## src/rtl/intra_pkg.sv

```systemverilog
// intra_pkg: shared intra-prediction mode encodings, mode-decision state type and block defaults
package intra_pkg;
  localparam int PIX_W = 8;
  localparam int BLK = 16;
  localparam int SAD_W = 16;
  localparam logic [1:0] MODE_V = 2'd0;
  localparam logic [1:0] MODE_H = 2'd1;
  localparam logic [1:0] MODE_DC = 2'd2;
  typedef enum logic [1:0] {ST_IDLE, ST_ACCUM, ST_COMPARE, ST_DONE} state_t;
endpackage

```

## src/rtl/sad_row.sv

```systemverilog
// sad_row: combinational sum of absolute differences across one row of pixels
module sad_row #(
  parameter int PIX_W = intra_pkg::PIX_W,
  parameter int BLK = intra_pkg::BLK,
  parameter int ROW_W = PIX_W + $clog2(BLK)
) (
  input  logic [BLK*PIX_W-1:0] a_i,
  input  logic [BLK*PIX_W-1:0] b_i,
  output logic [ROW_W-1:0]     sad_o
);
  logic [PIX_W-1:0] ad [BLK];
  for (genvar i = 0; i < BLK; i++) begin : g_pix
    logic signed [PIX_W:0] d;
    assign d = $signed({1'b0, a_i[i*PIX_W +: PIX_W]}) - $signed({1'b0, b_i[i*PIX_W +: PIX_W]});
    assign ad[i] = d[PIX_W] ? PIX_W'(-d) : PIX_W'(d);
  end
  // sum the per-pixel magnitudes; synthesis balances this into a tree
  always_comb begin
    sad_o = '0;
    for (int i = 0; i < BLK; i++) sad_o = sad_o + ROW_W'(ad[i]);
  end
endmodule

```

## src/rtl/modesel_luma16x16.sv

```systemverilog
// modesel_luma16x16: accumulates per-mode SAD over a 16x16 luma block and picks the cheapest intra mode
module modesel_luma16x16 #(
  parameter int PIX_W = intra_pkg::PIX_W,
  parameter int BLK = intra_pkg::BLK,
  parameter int SAD_W = intra_pkg::SAD_W
) (
  input  logic                 clk,
  input  logic                 reset,
  input  logic                 start,
  input  logic                 row_valid,
  output logic                 row_ready,
  input  logic [BLK*PIX_W-1:0] orig_row,
  input  logic [BLK*PIX_W-1:0] vpred_row,
  input  logic [BLK*PIX_W-1:0] hpred_row,
  input  logic [BLK*PIX_W-1:0] dcpred_row,
  output logic                 busy,
  output logic                 done,
  output logic [1:0]           best_mode,
  output logic [SAD_W-1:0]     best_sad,
  output logic [SAD_W-1:0]     sad_v,
  output logic [SAD_W-1:0]     sad_h,
  output logic [SAD_W-1:0]     sad_dc
);
  import intra_pkg::*;
  localparam int ROW_W = PIX_W + $clog2(BLK);
  localparam int CNT_W = $clog2(BLK);
  state_t state_q;
  logic [CNT_W-1:0] cnt_q;
  logic [SAD_W-1:0] acc_v_q, acc_h_q, acc_dc_q, acc_v_d, acc_h_d, acc_dc_d;
  logic [SAD_W-1:0] best_sad_q, best_sad_d, sad_v_q, sad_h_q, sad_dc_q, sad_vh;
  logic [1:0] best_mode_q, best_mode_d, mode_vh;
  logic busy_q, done_q, row_ready_q;
  logic [ROW_W-1:0] rs_v, rs_h, rs_dc;
  sad_row #(.PIX_W(PIX_W), .BLK(BLK), .ROW_W(ROW_W)) u_sad_v (.a_i(orig_row), .b_i(vpred_row), .sad_o(rs_v));
  sad_row #(.PIX_W(PIX_W), .BLK(BLK), .ROW_W(ROW_W)) u_sad_h (.a_i(orig_row), .b_i(hpred_row), .sad_o(rs_h));
  sad_row #(.PIX_W(PIX_W), .BLK(BLK), .ROW_W(ROW_W)) u_sad_dc (.a_i(orig_row), .b_i(dcpred_row), .sad_o(rs_dc));
  // next accumulator values and the strict-less-than winner with V > H > DC on ties
  always_comb begin
    acc_v_d = acc_v_q + SAD_W'(rs_v);
    acc_h_d = acc_h_q + SAD_W'(rs_h);
    acc_dc_d = acc_dc_q + SAD_W'(rs_dc);
    mode_vh = (acc_h_q < acc_v_q) ? MODE_H : MODE_V;
    sad_vh = (acc_h_q < acc_v_q) ? acc_h_q : acc_v_q;
    best_mode_d = (acc_dc_q < sad_vh) ? MODE_DC : mode_vh;
    best_sad_d = (acc_dc_q < sad_vh) ? acc_dc_q : sad_vh;
  end
  // control FSM with registered handshake/status outputs and the held result
  always_ff @(posedge clk) begin
    if (reset) begin
      state_q <= ST_IDLE;
      cnt_q <= '0;
      {acc_v_q, acc_h_q, acc_dc_q} <= '0;
      {best_mode_q, best_sad_q, sad_v_q, sad_h_q, sad_dc_q} <= '0;
      {busy_q, done_q, row_ready_q} <= '0;
    end else begin
      case (state_q)
        ST_IDLE: if (start) begin
          state_q <= ST_ACCUM;
          cnt_q <= '0;
          {acc_v_q, acc_h_q, acc_dc_q} <= '0;
          {best_mode_q, best_sad_q, sad_v_q, sad_h_q, sad_dc_q} <= '0;
          busy_q <= 1'b1;
          row_ready_q <= 1'b1;
        end
        ST_ACCUM: if (row_valid && row_ready_q) begin
          acc_v_q <= acc_v_d;
          acc_h_q <= acc_h_d;
          acc_dc_q <= acc_dc_d;
          cnt_q <= (cnt_q == CNT_W'(BLK - 1)) ? '0 : cnt_q + CNT_W'(1);
          if (cnt_q == CNT_W'(BLK - 1)) begin
            state_q <= ST_COMPARE;
            row_ready_q <= 1'b0;
          end
        end
        ST_COMPARE: begin
          best_mode_q <= best_mode_d;
          best_sad_q <= best_sad_d;
          sad_v_q <= acc_v_q;
          sad_h_q <= acc_h_q;
          sad_dc_q <= acc_dc_q;
          done_q <= 1'b1;
          state_q <= ST_DONE;
        end
        ST_DONE: begin
          done_q <= 1'b0;
          busy_q <= 1'b0;
          state_q <= ST_IDLE;
        end
        default: state_q <= ST_IDLE;
      endcase
    end
  end
  assign busy = busy_q;
  assign done = done_q;
  assign row_ready = row_ready_q;
  assign best_mode = best_mode_q;
  assign best_sad = best_sad_q;
  assign sad_v = sad_v_q;
  assign sad_h = sad_h_q;
  assign sad_dc = sad_dc_q;
endmodule
```

## config.mk

```make
export PLATFORM = sky130hd
export DESIGN_NAME = modesel_luma16x16
export DESIGN_NICKNAME = d
export VERILOG_FILES = /design/src/rtl/intra_pkg.sv /design/src/rtl/sad_row.sv /design/src/rtl/modesel_luma16x16.sv
export SDC_FILE = /design/constraint.sdc
export NUM_CORES = 2
export LEC_CHECK = 0
export ABC_AREA = 1
export ABC_CLOCK_PERIOD_IN_PS = 8800
export BUFFER_PORTS_ARGS = -buffer_cell sky130_fd_sc_hd__buf_4
export CORE_ASPECT_RATIO = 1.4
export CORE_UTILIZATION = 40
export CTS_BUF_LIST = sky130_fd_sc_hd__clkbuf_8
export DETAILED_ROUTE_END_ITERATION = 10
export GPL_TIMING_DRIVEN = 0
export PLACE_DENSITY = 0.6
export SLEW_MARGIN = 20
export SYNTH_ARGS = -nofsm -noshare
export SYNTH_HDL_FRONTEND = slang
export SYNTH_SLANG_ARGS = --single-unit
```

## constraint.sdc

```tcl
create_clock -name clk -period 8.8 [get_ports clk]
set_clock_uncertainty 0.2 [all_clocks]
set_input_delay 0.88 -clock clk [delete_from_list [all_inputs] [get_ports clk]]
set_output_delay 0.88 -clock clk [all_outputs]
set_load 0.01 [all_outputs]
```

==> flow_summary.json <==
{
  "status": "finished with violations",
  "violations": "setup timing",
  "yosys_warnings": 0,
  "crit_family": "adder cells",
  "rsz0062_at_grt": "true",
  "viasPerCell": 4.93,
  "synth_area_leaders": "ha_1 (19%), fa_1 (19%), inv_1 (14%), xor2_1 (12%), nand2_1 (7.3%)",
  "cp_data_arrival_time_ns": 9.49,
  "grt_pass1_vias": 35900,
  "netlist.area_leader.share_pct": 19.4,
  "instances_no_fill": 7189,
  "finalSetupViolCount": 22,
  "dominantRegCellSynth": "dfxtp_1",
  "slowest_stage": "fa_1",
  "path_buf_inv": 7,
  "synth_edf_count": 0,
  "clk_path_buf_depth": 2,
  "postSynthAreaPerCell_um2": 7.29,
  "path_max_fanout": 5,
  "die-height_um": 367,
  "io_buffer_count": 583,
  "async_flop_share_pct": 0,
  "gp_congestion": 0.928,
  "drv_cap": 0,
  "cts_max_level": 4,
  "fp-row-count": 133,
  "overflow": 0,
  "clk_pin_slew_worst_paths_ns": 0.08,
  "fmax_mhz": 107,
  "yosysTopAreaCell": "ha_1",
  "clk_latency_ns": 0.48,
  "netlist-cell-type-count": 40,
  "ant_nets": 0,
  "dp_cells": 7011,
  "tightest_slew_ns": 1.13,
  "worstSetupPathType": "in2reg",
  "top_layer": "met5",
  "fin_ws_ns": -0.524,
  "finalWorstPathRequiredPeriod_ns": 9.32,
  "max_slew_margin_pct": 24.5,
  "route.met3.wl_um": 4470,
  "core_um2": 94000,
  "vias": 35400,
  "antenna_found_initial": 2,
  "hpwl_um": 118000,
  "initial_utilization_pct": 40.4,
  "synth.most_common_cell": "inv_1",
  "grtUsageTotal_pct": 27.3,
  "wl_met1_um": 53000,
  "cts_buffers": 17,
  "synth_seq_cells": 123,
  "syn_to_final_growth_pct": 26.4,
  "synthTopCellsByCount": "inv_1 (1394), nand2_1 (735), ha_1 (590), xor2_1 (532), a21oi_1 (500)",
  "drive_above_1_share_pct": 20.1,
  "hold_class": "reg2reg",
  "hold_viol_final": 0,
  "slew_viol_final": 0,
  "route.detailed.wl_per_inst_um": 18.6,
  "wl_um": 134000,
  "first_pass_iters": 6,
  "synthCells": 5213,
  "root_buffer": "clkbuf_8",
  "num-nets-final": 7423,
  "die_area_um2": 96300,
  "met2WireLength_um": 69800,
  "clkSinkCount": 123,
  "syn-cell-area_um2": 38000,
  "drt_iter0_markers": 1767,
  "cp_common_cell": "fa_1",
  "die_x_um": 263,
  "cp_data_required_time_ns": 8.97,
  "ios": 585,
  "cts_tree": "yes",
  "drc": 0,
  "fin_crit_sh_pct": 106,
  "syn_nets": 6676,
  "end_kind": "flip-flop",
  "grt_pass1_wl_um": 201000,
  "max_stage_delay_ns": 0.55,
  "grt_max_degree": 17,
  "yosysSeqAreaShare_pct": 6.48,
  "crit_path_start_kind": "input port"
}
metrics by stage:
step	TNS (ns)	instance area [um^2]	setup slack, ns	hold WS, ns	utilization (%)
floorplan	-0.988	38400	-0.201	0.245	-
finish	-7.80	48000	-0.524	0.268	51.1
CTS	-4.67	46700	-0.427	0.272	49.7
detailed placement	-27.07	44300	-1.32	0.257	47.1
global route	-17.47	48000	-0.952	0.284	51.1
global placement	-26.40	44300	-1.25	0.252	47.1
sequential cells by signal, summed over array words and instances, names as in the netlist, 4 cells and up:
register  flops
sad_v        16
sad_dc       16
acc_v_q      16
acc_dc_q     16
best_sad     16
acc_h_q      16
sad_h        16
cnt_q         4
metal layers:
metal	vias up	global-route usage [%]
li1	17600	-
met2	879	51.4
met1	16700	31.5
met4	2	11.4
met3	229	2.00
met5	-	0
final cells by class:
cell class              count  area [um^2]
multi-input cells        3653        32600
diodes                      1         2.50
well taps                1215         1520
inverters                1395         5290
repair buffers            728         5570
fillers                  9189        46000
plain buffers              42          169
flip-flops and latches    123         2460
clock inverters            15          168
clock buffers              17          234
tightest hold or removal path, cell delays in order (launching register included):
cell,delay [ns]
dfxtp_1,0.31
nand2_1,0.06
a21oi_1,0.05
cells in the final DEF, fill, tap and decap left out, types with 40 or more instances in the layout:
| cell | netlist | routed |
|---|---|---|
| o21ai_0 | 131 | 96 |
| xor2_1 | 532 | 491 |
| xnor2_1 | 86 | 65 |
| dfxtp_1 | 123 | 123 |
| nor2_1 | 154 | 142 |
| a21oi_2 | 9 | 74 |
| buf_4 | 0 | 707 |
| ha_4 | 0 | 44 |
| nand2_1 | 735 | 696 |
| nand3_1 | 160 | 142 |
| nand3b_1 | 40 | 40 |
| nor3_1 | 51 | 42 |
| nand2_2 | 13 | 46 |
| fa_1 | 357 | 339 |
| o21bai_1 | 179 | 174 |
| a21oi_1 | 500 | 397 |
| inv_1 | 1394 | 1343 |
| ha_1 | 590 | 542 |
logic make-up (layout without fill, tap and decap cells):
group,count (synthesis),count (layout),share of synthesized area (%)
AND/OR/NAND/NOR,1215,1215,13.7
buffers and inverters,1437,2197,14.2
XOR/XNOR,618,618,14.2
AO/OA/AOI/OAI,873,873,13.1
adder cells (fa/ha/maj),947,947,38.2
flip-flops,123,123,6.48
other,0,1,0
worst paths after layout:
check        slack, ns  cells after the start                        end               startpoint
max              -0.52                     48   acc_v_q[15]$_SDFFE_PP0P_              orig_row[0]
min               0.27                      2      sad_h[4]$_SDFFE_PP0P_    sad_h[4]$_SDFFE_PP0P_
max reg2reg       3.63                     18  best_sad[15]$_SDFFE_PP0P_  acc_v_q[9]$_SDFFE_PP0P_
min reg2reg       0.27                      2      sad_h[4]$_SDFFE_PP0P_    sad_h[4]$_SDFFE_PP0P_
timing repair:
item	in CTS	in global routing
resized for setup	260	201
pin swaps	175	163
endpoints found under the setup margin	27	30
buffers inserted	108	45
hold buffers	0	0
Power is not shown: default switching activity piles up to over one toggle a cycle in this logic, so the estimate is an artifact.
